## config.mk

```make
export PLATFORM = sky130hd
export DESIGN_NAME = control_unit_flat
export DESIGN_NICKNAME = d
export VERILOG_FILES = /design/src/rtl/control_unit_if.sv /design/src/rtl/control_unit.sv /design/src/flat_wrapper.sv
export SDC_FILE = /design/constraint.sdc
export NUM_CORES = 1
export LEC_CHECK = 0
export BUFFER_PORTS_ARGS = -buffer_cell sky130_fd_sc_hd__buf_4
export CAP_MARGIN = 40
export CORE_ASPECT_RATIO = 0.75
export CORE_MARGIN = 2
export CORE_UTILIZATION = 45
export DETAILED_ROUTE_END_ITERATION = 8
export PLACE_DENSITY_LB_ADDON = 0.3
export SYNTH_ARGS = -nofsm -noshare
export SYNTH_HDL_FRONTEND = slang
export SYNTH_SLANG_ARGS = --single-unit
```

## constraint.sdc

```tcl
create_clock -name Clock -period 2.4 [get_ports Clock]
set_input_delay 0.12 -clock Clock [delete_from_list [all_inputs] [get_ports Clock]]
set_output_delay 0.12 -clock Clock [all_outputs]
set_load 0.005 [all_outputs]
```

## src/rtl/control_unit_if.sv

```systemverilog
// Strobe/handshake bundle between the Mini-SRC control sequencer and its datapath/memory.
// master = control_unit, slave = datapath side.
interface control_unit_if #(
    parameter int CNT_W = 16
);
    logic             Start;
    logic             Stop;
    logic [31:0]      IR;
    logic             CON_Out;
    logic             Mem_done;

    logic             PCin, IRin, ZLowin, MARin, MDRin, Yin;
    logic             PCout, ZLowout, MDRout, Cout;
    logic             Gra, Grb, Grc, Rin, Rout, BAout;
    logic             Read, Write, IncPC, CON_In;
    logic             HIin, LOin, ZHighin, OutPort, HIout, LOout, ZHighout, InPort;
    logic [4:0]       OP;
    logic             Run;
    logic             Illegal;
    logic [CNT_W-1:0] Instr_count;

    modport master (
        input  Start, Stop, IR, CON_Out, Mem_done,
        output PCin, IRin, ZLowin, MARin, MDRin, Yin,
        output PCout, ZLowout, MDRout, Cout,
        output Gra, Grb, Grc, Rin, Rout, BAout,
        output Read, Write, IncPC, CON_In,
        output HIin, LOin, ZHighin, OutPort, HIout, LOout, ZHighout, InPort,
        output OP, Run, Illegal, Instr_count
    );

    modport slave (
        output Start, Stop, IR, CON_Out, Mem_done,
        input  PCin, IRin, ZLowin, MARin, MDRin, Yin,
        input  PCout, ZLowout, MDRout, Cout,
        input  Gra, Grb, Grc, Rin, Rout, BAout,
        input  Read, Write, IncPC, CON_In,
        input  HIin, LOin, ZHighin, OutPort, HIout, LOout, ZHighout, InPort,
        input  OP, Run, Illegal, Instr_count
    );
endinterface

```

## src/rtl/control_unit.sv

```systemverilog
// Hardwired T0..T7 step sequencer for the Mini-SRC datapath, with memory wait and halt/Stop.
// Optional feature: define CU_ILLEGAL_TRAP_EN to trap unsupported opcodes (sticky Illegal).
module control_unit #(
    parameter int CNT_W = 16
) (
    input  logic            Clock,
    input  logic            Clear,
    control_unit_if.master  cu
);

`ifdef CU_ILLEGAL_TRAP_EN
    localparam bit TRAP_EN = 1'b1;
`else
    localparam bit TRAP_EN = 1'b0;
`endif

    typedef enum logic [3:0] {IDLE, T0, T1, T2, T3, T4, T5, T6, T7} state_t;
    typedef enum logic [3:0] {C_ALU, C_IMM, C_LDI, C_LD, C_ST, C_BR, C_NOP, C_HALT, C_BAD} iclass_t;

    state_t           state, state_nxt;
    iclass_t          iclass;
    logic [4:0]       opcode;
    logic [4:0]       alu_op;
    logic             short_instr;
    logic             retire;
    logic             trap;
    logic             illegal_q;
    logic [CNT_W-1:0] instr_count;
    logic             unused_ir;

    assign opcode    = cu.IR[31:27];
    // Register fields are decoded by the datapath's select logic, not here.
    assign unused_ir = ^cu.IR[26:0];

    always_comb begin
        iclass = C_BAD;
        alu_op = 5'b00011;
        case (opcode)
            5'b00011, 5'b00100, 5'b00101, 5'b00111, 5'b01010, 5'b01011: begin
                iclass = C_ALU;
                alu_op = opcode;
            end
            5'b01100: iclass = C_IMM;
            5'b01101: begin iclass = C_IMM; alu_op = 5'b01010; end
            5'b01110: begin iclass = C_IMM; alu_op = 5'b01011; end
            5'b00001: iclass = C_LDI;
            5'b00000: iclass = C_LD;
            5'b00010: iclass = C_ST;
            5'b10011: iclass = C_BR;
            5'b11010: iclass = C_NOP;
            5'b11011: iclass = C_HALT;
            default:  iclass = C_BAD;
        endcase
    end

    // Without the trap an unsupported opcode retires after fetch exactly like nop.
    assign short_instr = (iclass == C_NOP) || (iclass == C_HALT) || (!TRAP_EN && iclass == C_BAD);

    always_ff @(posedge Clock or negedge Clear) begin
        if (!Clear) state <= IDLE;
        else        state <= state_nxt;
    end

    always_comb begin
        state_nxt = state;
        retire    = 1'b0;
        trap      = 1'b0;
        case (state)
            IDLE: if (cu.Start && !cu.Stop) state_nxt = T0;
            T0:   state_nxt = T1;
            T1:   if (cu.Mem_done) state_nxt = T2;
            T2:   if (short_instr) retire = 1'b1; else state_nxt = T3;
            T3: begin
                if (TRAP_EN && iclass == C_BAD) begin
                    trap      = 1'b1;
                    state_nxt = IDLE;
                end else begin
                    state_nxt = T4;
                end
            end
            T4:   state_nxt = T5;
            T5:   if (iclass == C_LD || iclass == C_ST || iclass == C_BR) state_nxt = T6;
                  else retire = 1'b1;
            T6: begin
                if (iclass == C_BR)                    retire    = 1'b1;
                else if (iclass == C_ST || cu.Mem_done) state_nxt = T7;
            end
            T7:   if (iclass != C_ST || cu.Mem_done) retire = 1'b1;
            default: state_nxt = IDLE;
        endcase
        // Stop is honoured only here, so an instruction in flight always completes.
        if (retire) state_nxt = (iclass == C_HALT || cu.Stop) ? IDLE : T0;
    end

    always_ff @(posedge Clock or negedge Clear) begin
        if (!Clear) begin
            instr_count <= '0;
            illegal_q   <= 1'b0;
        end else begin
            if (retire) instr_count <= instr_count + 1'b1;
            if (trap)   illegal_q   <= 1'b1;
        end
    end

    always_comb begin
        cu.PCin = 1'b0; cu.IRin = 1'b0; cu.ZLowin = 1'b0; cu.MARin = 1'b0;
        cu.MDRin = 1'b0; cu.Yin = 1'b0; cu.PCout = 1'b0; cu.ZLowout = 1'b0;
        cu.MDRout = 1'b0; cu.Cout = 1'b0; cu.Gra = 1'b0; cu.Grb = 1'b0;
        cu.Grc = 1'b0; cu.Rin = 1'b0; cu.Rout = 1'b0; cu.BAout = 1'b0;
        cu.Read = 1'b0; cu.Write = 1'b0; cu.IncPC = 1'b0; cu.CON_In = 1'b0;
        cu.OP = 5'b0;
        case (state)
            T0: begin cu.PCout = 1'b1; cu.MARin = 1'b1; cu.IncPC = 1'b1; end
            T1: begin cu.Read = 1'b1; cu.MDRin = 1'b1; end
            T2: begin cu.MDRout = 1'b1; cu.IRin = 1'b1; end
            T3: begin
                case (iclass)
                    C_ALU, C_IMM:      begin cu.Grb = 1'b1; cu.Rout = 1'b1; cu.Yin = 1'b1; end
                    C_LDI, C_LD, C_ST: begin cu.Grb = 1'b1; cu.BAout = 1'b1; cu.Yin = 1'b1; end
                    C_BR:              begin cu.Gra = 1'b1; cu.Rout = 1'b1; cu.CON_In = 1'b1; end
                    default: ;
                endcase
            end
            T4: begin
                case (iclass)
                    C_ALU: begin cu.Grc = 1'b1; cu.Rout = 1'b1; cu.ZLowin = 1'b1; cu.OP = alu_op; end
                    C_IMM, C_LDI, C_LD, C_ST: begin cu.Cout = 1'b1; cu.ZLowin = 1'b1; cu.OP = alu_op; end
                    C_BR:  begin cu.PCout = 1'b1; cu.Yin = 1'b1; end
                    default: ;
                endcase
            end
            T5: begin
                case (iclass)
                    C_ALU, C_IMM, C_LDI: begin cu.ZLowout = 1'b1; cu.Gra = 1'b1; cu.Rin = 1'b1; end
                    C_LD, C_ST:          begin cu.ZLowout = 1'b1; cu.MARin = 1'b1; end
                    C_BR:                begin cu.Cout = 1'b1; cu.ZLowin = 1'b1; cu.OP = alu_op; end
                    default: ;
                endcase
            end
            T6: begin
                case (iclass)
                    C_LD: begin cu.Read = 1'b1; cu.MDRin = 1'b1; end
                    C_ST: begin cu.Gra = 1'b1; cu.Rout = 1'b1; cu.MDRin = 1'b1; end
                    // Branch target lands in PC only when the condition flip-flop agreed.
                    C_BR: begin cu.ZLowout = 1'b1; cu.PCin = cu.CON_Out; end
                    default: ;
                endcase
            end
            T7: begin
                case (iclass)
                    C_LD: begin cu.MDRout = 1'b1; cu.Gra = 1'b1; cu.Rin = 1'b1; end
                    C_ST: cu.Write = 1'b1;
                    default: ;
                endcase
            end
            default: ;
        endcase
    end

    assign cu.HIin        = 1'b0;
    assign cu.LOin        = 1'b0;
    assign cu.ZHighin     = 1'b0;
    assign cu.OutPort     = 1'b0;
    assign cu.HIout       = 1'b0;
    assign cu.LOout       = 1'b0;
    assign cu.ZHighout    = 1'b0;
    assign cu.InPort      = 1'b0;
    assign cu.Run         = (state != IDLE);
    assign cu.Illegal     = illegal_q;
    assign cu.Instr_count = instr_count;

endmodule

```

## src/flat_wrapper.sv

```systemverilog
// flat-port wrapper written by rule: the top's interface ports become plain ports
module control_unit_flat 
#(
    parameter int CNT_W = 16
)
  (Clock, Clear, cu_Start, cu_Stop, cu_IR, cu_CON_Out, cu_Mem_done, cu_PCin, cu_IRin, cu_ZLowin, cu_MARin, cu_MDRin, cu_Yin, cu_PCout, cu_ZLowout, cu_MDRout, cu_Cout, cu_Gra, cu_Grb, cu_Grc, cu_Rin, cu_Rout, cu_BAout, cu_Read, cu_Write, cu_IncPC, cu_CON_In, cu_HIin, cu_LOin, cu_ZHighin, cu_OutPort, cu_HIout, cu_LOout, cu_ZHighout, cu_InPort, cu_OP, cu_Run, cu_Illegal, cu_Instr_count);
  control_unit_if #(.CNT_W(CNT_W)) cu_i ();
  input  logic Clock;
  input  logic Clear;
  input wire logic [$bits(cu_i.Start)-1:0] cu_Start;
  input wire logic [$bits(cu_i.Stop)-1:0] cu_Stop;
  input wire logic [$bits(cu_i.IR)-1:0] cu_IR;
  input wire logic [$bits(cu_i.CON_Out)-1:0] cu_CON_Out;
  input wire logic [$bits(cu_i.Mem_done)-1:0] cu_Mem_done;
  output wire logic [$bits(cu_i.PCin)-1:0] cu_PCin;
  output wire logic [$bits(cu_i.IRin)-1:0] cu_IRin;
  output wire logic [$bits(cu_i.ZLowin)-1:0] cu_ZLowin;
  output wire logic [$bits(cu_i.MARin)-1:0] cu_MARin;
  output wire logic [$bits(cu_i.MDRin)-1:0] cu_MDRin;
  output wire logic [$bits(cu_i.Yin)-1:0] cu_Yin;
  output wire logic [$bits(cu_i.PCout)-1:0] cu_PCout;
  output wire logic [$bits(cu_i.ZLowout)-1:0] cu_ZLowout;
  output wire logic [$bits(cu_i.MDRout)-1:0] cu_MDRout;
  output wire logic [$bits(cu_i.Cout)-1:0] cu_Cout;
  output wire logic [$bits(cu_i.Gra)-1:0] cu_Gra;
  output wire logic [$bits(cu_i.Grb)-1:0] cu_Grb;
  output wire logic [$bits(cu_i.Grc)-1:0] cu_Grc;
  output wire logic [$bits(cu_i.Rin)-1:0] cu_Rin;
  output wire logic [$bits(cu_i.Rout)-1:0] cu_Rout;
  output wire logic [$bits(cu_i.BAout)-1:0] cu_BAout;
  output wire logic [$bits(cu_i.Read)-1:0] cu_Read;
  output wire logic [$bits(cu_i.Write)-1:0] cu_Write;
  output wire logic [$bits(cu_i.IncPC)-1:0] cu_IncPC;
  output wire logic [$bits(cu_i.CON_In)-1:0] cu_CON_In;
  output wire logic [$bits(cu_i.HIin)-1:0] cu_HIin;
  output wire logic [$bits(cu_i.LOin)-1:0] cu_LOin;
  output wire logic [$bits(cu_i.ZHighin)-1:0] cu_ZHighin;
  output wire logic [$bits(cu_i.OutPort)-1:0] cu_OutPort;
  output wire logic [$bits(cu_i.HIout)-1:0] cu_HIout;
  output wire logic [$bits(cu_i.LOout)-1:0] cu_LOout;
  output wire logic [$bits(cu_i.ZHighout)-1:0] cu_ZHighout;
  output wire logic [$bits(cu_i.InPort)-1:0] cu_InPort;
  output wire logic [$bits(cu_i.OP)-1:0] cu_OP;
  output wire logic [$bits(cu_i.Run)-1:0] cu_Run;
  output wire logic [$bits(cu_i.Illegal)-1:0] cu_Illegal;
  output wire logic [$bits(cu_i.Instr_count)-1:0] cu_Instr_count;
  assign cu_i.Start = cu_Start;
  assign cu_i.Stop = cu_Stop;
  assign cu_i.IR = cu_IR;
  assign cu_i.CON_Out = cu_CON_Out;
  assign cu_i.Mem_done = cu_Mem_done;
  assign cu_PCin = cu_i.PCin;
  assign cu_IRin = cu_i.IRin;
  assign cu_ZLowin = cu_i.ZLowin;
  assign cu_MARin = cu_i.MARin;
  assign cu_MDRin = cu_i.MDRin;
  assign cu_Yin = cu_i.Yin;
  assign cu_PCout = cu_i.PCout;
  assign cu_ZLowout = cu_i.ZLowout;
  assign cu_MDRout = cu_i.MDRout;
  assign cu_Cout = cu_i.Cout;
  assign cu_Gra = cu_i.Gra;
  assign cu_Grb = cu_i.Grb;
  assign cu_Grc = cu_i.Grc;
  assign cu_Rin = cu_i.Rin;
  assign cu_Rout = cu_i.Rout;
  assign cu_BAout = cu_i.BAout;
  assign cu_Read = cu_i.Read;
  assign cu_Write = cu_i.Write;
  assign cu_IncPC = cu_i.IncPC;
  assign cu_CON_In = cu_i.CON_In;
  assign cu_HIin = cu_i.HIin;
  assign cu_LOin = cu_i.LOin;
  assign cu_ZHighin = cu_i.ZHighin;
  assign cu_OutPort = cu_i.OutPort;
  assign cu_HIout = cu_i.HIout;
  assign cu_LOout = cu_i.LOout;
  assign cu_ZHighout = cu_i.ZHighout;
  assign cu_InPort = cu_i.InPort;
  assign cu_OP = cu_i.OP;
  assign cu_Run = cu_i.Run;
  assign cu_Illegal = cu_i.Illegal;
  assign cu_Instr_count = cu_i.Instr_count;
  control_unit #(.CNT_W(CNT_W)) u_core (.Clock(Clock), .Clear(Clear), .cu(cu_i));
endmodule
```

Word level (Yosys, flattened, before mapping)
Cells that the tools add are included.

word-level totals
  flip-flop bits (word level) = 20
  input bits = 38
  output and inout bits = 51
  logic and storage cells = 112

cells by class
  add/subtract/negate cells = 1
  equality and inequality tests = 38
  muxes and demuxes = 49
  reduce and logical (&&, ||, !) cells = 22

operators with widths
  cell                                           number
  case mux 4 bit (9 select lines)                1
  == test 4 x 3 -> 1 bit, second input constant  8
  case mux 4 bit (8 select lines)                1
  2-to-1 mux 4 bit                               7
  == test 5 x 4 -> 1 bit, second input constant  5
  2-to-1 mux 1 bit                               23
  case mux 1 bit (2 select lines)                10
  adder 16 x 1 -> 16 bit, second input constant  1
  == test 4 x 2 -> 1 bit, second input constant  4
  == test 5 x 3 -> 1 bit, second input constant  3
  == test 5 bit, second input constant           3
  case mux 5 bit (3 select lines)                1
  OR reduction 3 bit                             4
  == test 5 x 2 -> 1 bit, second input constant  2
  2-to-1 mux 5 bit                               2
  case mux 5 bit (2 select lines)                1
  != test 3 x 1 -> 1 bit, second input constant  3
  == test 4 x 1 -> 1 bit, second input constant  2
  == test 4 bit, second input constant           2
  logical NOT 4 bit                              2
  case mux 1 bit (4 select lines)                2
  logical OR 1 bit                               7
  AND reduction 7 bit                            1
  != test 3 x 2 -> 1 bit, second input constant  2
  13 further kinds                               13

Logic depth before layout (Yosys ltp)
Gate-level depths: netlist of the first run.

  depth after elaboration = 10
  mapped depth = 9

Worst setup path before layout of the first run
OpenSTA, ideal clock, no wires.

  kind = flip-flop to flip-flop
  start = reg u_core.state[3]
  end = reg u_core.instr_count[13], in the netlist u_core.cu.Instr_count[13]
  data arrival time = 1.962 ns
  data required time = 2.321 ns
  setup slack = 0.358 ns
  stages on the path, launching flop included = 10
  period minus slack after synthesis = 2.042 ns
  path through = dfrtp_1 > buf_6 > nand2b_4 > or2_0 > buf_2 > o31a_1 > o311a_2 > buf_6 > nor4b_2 > xor2_1

on the way
  longest elaborated chain between the ends = 2
  elaborated cells between the ends (all ways) = 5
  those cells by class = eq/ne (4); mux (1)

ends and longest elaborated chain
  what                                         RTL line             source
  from (decl)                                  control_unit.sv:20   state_t state, state_nxt;
  from (signal assigned)                       control_unit.sv:61   else state <= state_nxt;
  == test 4 bit, or another cell as far along  control_unit.sv:68   case (state)
  case mux 1 bit (4 select lines) (*)          control_unit.sv:68
  to (signal assigned)                         control_unit.sv:100  if (retire) instr_count <= instr_count + 1'b1;
  to (decl)                                    control_unit.sv:28   logic [CNT_W-1:0] instr_count;

Mark *: on every way between the ends. The rest lies on a longest branch, timed or not.
A chain may end at the register's enable or synchronous reset.

Worst setup path in the final report of the first run
  start = reg u_core.state[1]
  end = out cu_Rout

on the way
  longest elaborated chain between the ends = 2
  elaborated cells between the ends (all ways) = 4
  those cells by class = eq/ne (3); mux (1)

ends and longest elaborated chain
  what                                 RTL line             source
  == test 4 x 3 -> 1 bit               control_unit.sv:112  case (state)
  case mux 1 bit (3 select lines) (*)  control_unit.sv:112
  to (decl)                            flat_wrapper.sv:29   output wire logic [$bits(cu_i.Rout)-1:0] cu_Rout;

Marks and branches as above.

==> flow_summary.ini, run 1 <==
[global_routing]
grt_pass1_vias = 1395
track_usage = 0.196
grt_max_degree = 22
antenna_found_initial = 0
met2_usage = 0.287
grt_busiest_layer = met1
grt_pass1_wl_um = 6530
use_met1 = 0.313
met3_usage = 0.0326
overflow = 0

[layout]
drive_gt1_frac = 0.301
final_util = 0.610
diodes = 0
nFillCells = 305
final_common_cell = buf_4
final_cell_mix = buf_4 (58), nor2_1 (20), dfrtp_1 (20), nand2_1 (16), xor2_1 (14)
final_nets = 286
areaGrowthSynthToFinish_pct = 27.0

[power]
p_per_area_mw_per_mm2 = 833
p_leak_nw = 0.965
p_clk_frac = 0.147
pwr-share-seq = 0.328
comb_power_share = 0.525
p_int_w = 0.00104
netSwitchingFraction = 0.392
p_switching_w = 0.000674
vdd_drop_max_mv = 0.728

[floorplanning]
die-width_um = 73.4
die_h_um = 56.0
coreArea_mm2 = 0.00338
start_util = 0.481
rows = 18
ioPinCount = 89
die_area_mm2 = 0.00411

[clock_tree]
postCtsHoldBufs = 1
numCtsBuffers = 3
numClockSinks = 20
cts_resized = 0
clock-root-buffer = clkbuf_8
htreeDepth = 1
cts_setup_buffers = 0
path_clk_slew_ns = 0.08
cts_tree = yes
insertion_delay_ns = 0.25
cts_buffer_depth = 2

[timing]
slew_headroom = 0.639
min_period_over_period = 0.918
rsz0062_at_grt = false
drv_slew = 0
period_needed_ns = 2.20
worst_pin_slew_ns = 0.528
finalSetupViolations = 0
skew_ns = 0.00646
setup_tns_ns = 0
finalHoldViolCount = 0
max_freq_mhz = 454

[synth]
synth_seq_cells = 20
synthesis.area_mm2 = 0.00162
synth_edf_count = 0
yosys_warnings = 0
ys_seq_area_frac = 0.308
ys.flop_type = dfrtp_1
ys_types = 49
avgSynthCellArea_um2 = 8.24
syn_inst = 197
async_flop_share = 1.00

[critical_path]
critical_path_required_ns = 2.28
worstSetupStartpointType = flop
critPathCaptureType = primary output
arrival_ns = 2.08
path_class = flop to primary output
crit_fanout = 9

[run_status]
status = finished clean

[drt]
vias = 1554
vias_per_cell = 5.43
drt.antenna.violating_nets = 0
wl_per_cell_um = 13.9
drcViolationCount = 0
drt_iter0_markers = 126
finalWirelength_um = 3960
dr.pass1.iters = 5

[placement]
dp_hpwl_um = 3070
place_congestion = 0.894
io_buffers = 51

[run]
max_cap_violations = 0

[min_path]
min_path_type = primary input to flop
==> power by group through the flow <==
stage / logic (W) / registers, W / clock network (W)
detailed placement: 0.000904 / 0.000563 / 0
floorplan: 0.000645 / 0.000488 / 0
global route: 0.00100 / 0.000579 / 0.000275
global placement: 0.000880 / 0.000561 / 0
finish: 0.000902 / 0.000563 / 0.000252
CTS: 0.000908 / 0.000561 / 0.000261
==> through the flow <==
step | hold WS (ns) | instances | area (um^2) | total power, W | setup WS [ns]
floorplan | -0.176 | 206 | 1660 | 0.00113 | 0.358
global placement | 0.00931 | 281 | 2000 | 0.00144 | 0.305
detailed placement | 0.0126 | 281 | 2000 | 0.00147 | 0.283
global route | 0.205 | 286 | 2060 | 0.00185 | 0.0635
finish | 0.214 | 286 | 2060 | 0.00172 | 0.198
CTS | 0.204 | 286 | 2060 | 0.00173 | 0.205
==> worst paths after layout <==
path | startpoint | endpoint | slack [ns] | cells past startpoint
min in group asynchronous | Clear | u_core.cu.Instr_count[8] | 0.27 | 2
hold reg to reg | u_core.cu.Instr_count[15] | u_core.cu.Instr_count[15] | 0.47 | 1
setup / recovery | u_core.state[1] | cu_Rout | 0.20 | 6
setup reg to reg | u_core.state[0] | u_core.cu.Instr_count[9] | 0.26 | 6
hold / removal | cu_Stop | u_core.state[0] | 0.21 | 3
max in group asynchronous | Clear | u_core.state[3] | 1.92 | 2
==> per-layer routing <==
metal | routed length [um] | vias up
li1 | - | 761
met1 | 1920 | 730
met2 | 1750 | 63
met3 | 296 | 0
met4 | 0 | 0
met5 | 0 | -
==> sequential cells by signal, indices dropped and copies added (netlist names) <==
| register | count |
|---|---|
| u_core.state | 4 |
| u_core.cu.Instr_count | 16 |
==> Yosys cell counts (5+ instances only) <==
| library cell | number | share of area |
|---|---|---|
| a21oi_1 | 9 | 0.028 |
| nor2b_1 | 6 | 0.023 |
| buf_4 | 10 | 0.046 |
| nand3_1 | 10 | 0.031 |
| xor2_1 | 14 | 0.076 |
| inv_1 | 6 | 0.014 |
| nand2_1 | 16 | 0.037 |
| nand2b_1 | 9 | 0.035 |
| nor3_1 | 6 | 0.018 |
| buf_2 | 6 | 0.018 |
| clkbuf_1 | 5 | 0.012 |
| nor2_1 | 20 | 0.046 |
| dfrtp_1 | 20 | 0.31 |
==> cell type report <==
| class | count | area [um^2] | area share |
|---|---|---|---|
| multi-input combinational | 157 | 988 | 0.479 |
| sequential | 20 | 500 | 0.243 |
| inverter | 6 | 22.5 | 0.0109 |
| tap | 40 | 50.0 | 0.0243 |
| clock buffer | 4 | 55.1 | 0.0267 |
| timing repair buffer | 59 | 445 | 0.216 |
==> logic make-up after synthesis <==
group                      after synthesis  share of synthesized area
and+or+nand+nor                         92                      0.325
AOI/OAI and AO/OA                       35                      0.149
buffers and inverters                   29                      0.104
DFF                                     20                      0.308
xor gates and xnor gates                18                     0.0971
adders and majority gates                1                    0.00770
other                                    1                    0.00231
muxes                                    1                    0.00693
==> worst max-delay path: stages, from the launching register on <==
cell and delay [ns]:
dfrtp_1 0.49, nand2b_1 0.23, nor2_1 0.18, nand2_1 0.11
a2111oi_0 0.53, a311o_1 0.18, buf_4 0.10
Power figures use the tool's default switching activity.
==> run 2, diff against run 1 <==
- ABC_AREA: default -> 1
- CORE_UTILIZATION: 45 -> 46
==> run 2 against run 1 <==
Non-clock buffer count shrank 5. Total power grew 17%. Clock power grew 4%. Setup slack gained 0.24 ns. Clock-buffer cell count is the same. Worst hold slack gained 0.055 ns. Synthesized cell count grew 39%. Critical path depth grew 6. Sequential share of layout area shrank 1.5 points. Final cell count grew 32%. Die area grew 4.5%. First-iteration DRC count grew 2.4%.
==> flow_summary.ini, run 2 <==
[layout]
final_common_cell = nand2_1
diodes = 0
final_cell_mix = nand2_1 (70), buf_4 (52), inv_1 (43), nor2_1 (28)
drive_gt1_frac = 0.209
areaGrowthSynthToFinish_pct = 26.5
largest_reg_flops = 16
final_util = 0.605
final_nets = 366
nFillCells = 353

[timing]
max_freq_mhz = 511
rsz0062_at_grt = false
skew_ns = 0.00805
period_needed_ns = 1.96
finalSetupViolations = 0
finalHoldViolCount = 0
setup_tns_ns = 0
drv_slew = 0
min_period_over_period = 0.816

[run]
max_cap_violations = 0

[critical_path]
crit_fanout = 18
critPathCaptureType = flop
path_buf_inv = 4
critical-path-max-stage-delay_ns = 0.40
path_cells = inv_1, nand2_1, nor2_1, inv_1, nor2_1, a21oi_1, nand3_2, buf_12, nand2_1, nand2_1, inv_1, nand2_1
rrSetupSlack_ns = 0.44
cpMostUsedCell = nand2_1
reg2reg_depth = 12
path_class = flop to flop
critical_path_required_ns = 2.55
worstSetupStartpointType = flop
crit_slowest_cell = dfrtp_1
path_depth = 12
arrival_ns = 2.11
r2r-end = u_core.state[0]
rr_startpoint = u_core.state[3]
path_delay_family = simple AND/OR/NAND/NOR gates

[floorplanning]
coreArea_mm2 = 0.00364
die-width_um = 75
start_util = 0.478
die_h_um = 57.3
rows = 19
ioPinCount = 89
die_area_mm2 = 0.00429

[power]
p_per_area_mw_per_mm2 = 911
vdd_drop_max_mv = 0.600
comb_power_share = 0.556
pwr-share-seq = 0.314
p_switching_w = 0.000882
p_total_w = 0.00200
p_leak_nw = 1.17
p_int_w = 0.00112
netSwitchingFraction = 0.440
p_clk_frac = 0.131

[synth]
ys_types = 27
synth_top_family_by_area = simple AND/OR/NAND/NOR gates
synthesis.area_mm2 = 0.00174
synth_largest_area_cell = dfrtp_1
ys.flop_type = dfrtp_1
ys_seq_area_frac = 0.288
yosys_warnings = 0
avgSynthCellArea_um2 = 6.37
ys_top_cells_by_area = dfrtp_1 (29%), nand2_1 (15%), inv_1 (9.3%)
yosysTopAreaCellShare = 0.288
synth_xor_area_frac = 0.0604
synth_seq_cells = 20
synth_most_common_cell = nand2_1
synthMuxAreaShare = 0
syn_inst = 273
synthTopCellsByCount = nand2_1 (70), inv_1 (43), nor2_1 (28)
synth_edf_count = 0
synth_simple_gate_area_frac = 0.376
synth-compound-area-share = 0.104
synthAdderAreaFrac = 0.00719
async_flop_share = 1.00

[clock_tree]
cts_buffer_depth = 2
numCtsBuffers = 3
insertion_delay_ns = 0.27
path_clk_slew_ns = 0.08
cts_tree = yes
clock-root-buffer = clkbuf_8
htreeDepth = 1
numClockSinks = 20
cts_setup_buffers = 0

[drt]
vias = 1856
wl_per_cell_um = 11.7
drt_iter0_markers = 129
drt.antenna.violating_nets = 0
dr.pass1.iters = 5
vias_per_cell = 4.91
drcViolationCount = 0
finalWirelength_um = 4420

[global_routing]
grt_pass1_wl_um = 7190
grt_max_degree = 21
grt_pass1_vias = 1559
overflow = 0
antenna_found_initial = 0
track_usage = 0.210

[min_path]
min_path_type = primary input to asynchronous set/reset pin

[placement]
dp_hpwl_um = 3470
place_congestion = 0.878
io_buffers = 51

[run_status]
status = finished clean
==> run 2: changes by cell type after synthesis, sizes merged, moves of 6 or more <==
| cell | before | now |
|---|---|---|
| inv | 6 | 45 |
| nand2b | 11 | 0 |
| nor2 | 20 | 31 |
| nor2b | 6 | 0 |
| o21ai | 4 | 23 |
| nand4 | 1 | 10 |
| nand3 | 10 | 22 |
| nand2 | 16 | 71 |
==> run 2: power groups by stage <==
stage	sequential [W]	clock [W]	combinational (W)
after detailed placement	0.000631	0	0.00111
after global placement	0.000628	0	0.00109
after global routing	0.000648	0.000279	0.00125
after floorplan	0.000593	0	0.000707
after CTS	0.000626	0.000265	0.00111
final	0.000629	0.000262	0.00111
==> run 2: cell families after synthesis <==
family	after synthesis
fa+ha+maj	1
simple gates	146
compound gates	34
xor+xnor	12
flops	20
buf+inv	59
other cells	1
==> run 2: final cells by class <==
cell class	instances	area [um^2]	area share
Clock buffer	4	55.1	0.0250
Sequential cell	20	500	0.228
Tap cell	52	65.1	0.0296
Multi-Input combinational cell	203	990	0.450
Timing Repair Buffer	54	420	0.191
Inverter	45	169	0.0768
==> run 2: worst max path at each step <==
stage,from,end
global route,u_core.state[3],u_core.state[0]
finish,u_core.state[3],u_core.state[0]
floorplan,u_core.state[1],u_core.cu.Instr_count[8]
CTS,u_core.state[3],u_core.state[0]
detailed placement,u_core.state[3],u_core.state[0]
global placement,u_core.state[1],u_core.state[0]
==> run 2: through the flow <==
stage	instance area [um^2]	instances	hold slack [ns]	setup slack, ns
6_report	2200	378	0.269	0.442
5_1_grt	2200	378	0.288	0.265
4_1_cts	2200	378	0.277	0.470
3_5_place_dp	2130	373	0.0164	0.493
3_3_place_gp	2130	373	0.0139	0.511
2_1_floorplan	1770	282	-0.176	0.875
==> run 2: layer usage <==
layer | part of all wire | vias to the layer above | global-route usage | routed length (um)
li1 | - | 950 | - | -
met1 | 0.51 | 850 | 0.342 | 2270
met2 | 0.43 | 56 | 0.293 | 1890
met3 | 0.058 | 0 | 0.0442 | 257
met4 | 0 | 0 | 0.0230 | 0
met5 | 0 | - | 0 | 0
==> run 2: timing repair <==
| action | in CTS | in global routing |
|---|---|---|
| hold buffers | 1 | 0 |
| endpoints found under the hold margin | 20 | 0 |
| resized for setup | 0 | 0 |
==> run 3, diff against run 2 <==
- CORE_UTILIZATION: 46 -> 41
- clock period: 2.4 -> 1.8 ns (I/O delays scaled with it)
==> run 3 against run 2 <==
Critical path type unchanged. Global-route usage decreased by 1.6 points. First-iteration DRC count increased by 50%. Clock power increased by 30%.
==> flow_summary.ini, run 3 (synthesis results as in run 2) <==
[power]
p_leak_nw = 1.22
vdd_drop_max_mv = 0.670
p_per_area_mw_per_mm2 = 1250

[floorplanning]
rows = 20
start_util = 0.429
die_area_mm2 = 0.00478
die-width_um = 79.2
coreArea_mm2 = 0.00405
die_h_um = 60.4
ioPinCount = 89

[placement]
dpl.cell_count = 379
place_congestion = 0.920
io_buffers = 51
dp_hpwl_um = 3530

[critical_path]
rr_startpoint = u_core.state[3]
rrSetupSlack_ns = 0.07
critical-path-max-stage-delay_ns = 0.40
arrival_ns = 1.88
path_buf_inv = 3
crit_slowest_cell = dfrtp_1
reg2reg_depth = 10
cpMostUsedCell = inv_1
path_class = flop to flop
path_cells = inv_1, nand2_4, nor2_2, inv_1, nor2_1, a21oi_1, nand3_4, clkbuf_16, nand2_1, o21ai_2
critPathCaptureType = flop
crit_fanout = 13
worstSetupStartpointType = flop
critical_path_required_ns = 1.95
path_depth = 10
r2r-end = u_core.cu.Instr_count[3]
path_delay_family = simple AND/OR/NAND/NOR gates

[layout]
final_nets = 372
finalNonFillerCells = 387
final_common_cell = nand2_1
largest_reg_flops = 16
final_cell_mix = nand2_1 (68), buf_4 (55), inv_1 (42), nor2_1 (23), nand3_1 (20)
nFillCells = 415
drive_gt1_frac = 0.256
areaGrowthSynthToFinish_pct = 34.1
diodes = 0

[global_routing]
grt_max_degree = 28
overflow = 0
antenna_found_initial = 0
grt_pass1_vias = 1545
track_usage = 0.194
grt_pass1_wl_um = 7280

[drt]
vias = 1882
wl_per_cell_um = 12.0
finalWirelength_um = 4630
drt.antenna.violating_nets = 0
dr.pass1.iters = 6
drcViolationCount = 0
vias_per_cell = 4.86
drt_iter0_markers = 194

[clock_tree]
cts_tree = yes
numClockSinks = 20
path_clk_slew_ns = 0.07
insertion_delay_ns = 0.26
cts_buffer_depth = 2
clock-root-buffer = clkbuf_8
htreeDepth = 1
numCtsBuffers = 3

[run]
max_cap_violations = 0

[timing]
max_freq_mhz = 579
drv_slew = 0
setup_tns_ns = 0
finalSetupViolations = 0
skew_ns = 0.00148
finalHoldViolCount = 0
min_period_over_period = 0.960
period_needed_ns = 1.73

[min_path]
min_path_type = primary input to asynchronous set/reset pin

[run_status]
status = finished clean
run 3: cell types whose count changed in the layout (fill, tap and decap cells not counted), sizes merged:
cell,change
buf,+5
clkbuf,+1
run 3: cell type report:
cell class	count	area, um^2	share of cell area
multi-input cells	203	1040	0.448
inverters	45	171	0.0735
clock buffers	4	55.1	0.0236
repair buffers	60	490	0.210
flip-flops and latches	20	502	0.215
well taps	55	68.8	0.0295
run 3: routing by layer:
metal	vias to the layer above	GRT usage	share of wire
li1	963	-	-
met5	-	0	0
met3	2	0.0342	0.055
met1	867	0.301	0.49
met2	50	0.285	0.45
met4	0	0.0394	0.0041
run 3: worst max-delay path by stage:
stage               slack [ns]            start                        to
floorplan                 0.28  u_core.state[1]  u_core.cu.Instr_count[8]
global placement          0.10  u_core.state[3]  u_core.cu.Instr_count[6]
detailed placement         0.1  u_core.state[3]  u_core.cu.Instr_count[6]
CTS                       0.01  u_core.state[3]                   cu_Rout
global route             -0.02  u_core.state[3]  u_core.cu.Instr_count[8]
finish                    0.07  u_core.state[3]  u_core.cu.Instr_count[3]
run 3: worst register-to-register path, stage by stage (launching register included):
cell and delay [ns]:
dfrtp_1 0.40, inv_1 0.10, nand2_4 0.13, nor2_2 0.06, inv_1 0.10, nor2_1 0.07, a21oi_1 0.28, nand3_4 0.16
clkbuf_16 0.20, nand2_1 0.08, o21ai_2 0.05
run 3: metrics by stage:
stage / area [um^2] / setup slack [ns] / hold slack (ns) / power [W] / util
5_1_grt: 2330 / -0.0248 / 0.278 / 0.00319 / 0.575
4_1_cts: 2240 / 0.0144 / 0.249 / 0.00274 / 0.552
3_5_place_dp: 2160 / 0.0997 / -0.0152 / 0.00237 / 0.533
2_1_floorplan: 1770 / 0.275 / -0.206 / 0.00173 / -
6_report: 2330 / 0.0720 / 0.247 / 0.00292 / 0.575
3_3_place_gp: 2160 / 0.102 / -0.0126 / 0.00234 / 0.533
run 3: what timing repair did:
action,CTS,global route
gates cloned,0,1
setup buffers,0,2
pin swaps,0,2
endpoints found under the hold margin,20,0
endpoints found under the setup margin,2,19
hold buffers,1,0
resized for setup,4,15
run 3: power breakdown:
part	internal [W]	total (W)	switching, W
logic	0.000819	0.00174	0.000921
registers	0.000628	0.000842	0.000215
clock network	0.000195	0.000341	0.000146
total	0.00164	0.00292	0.00128
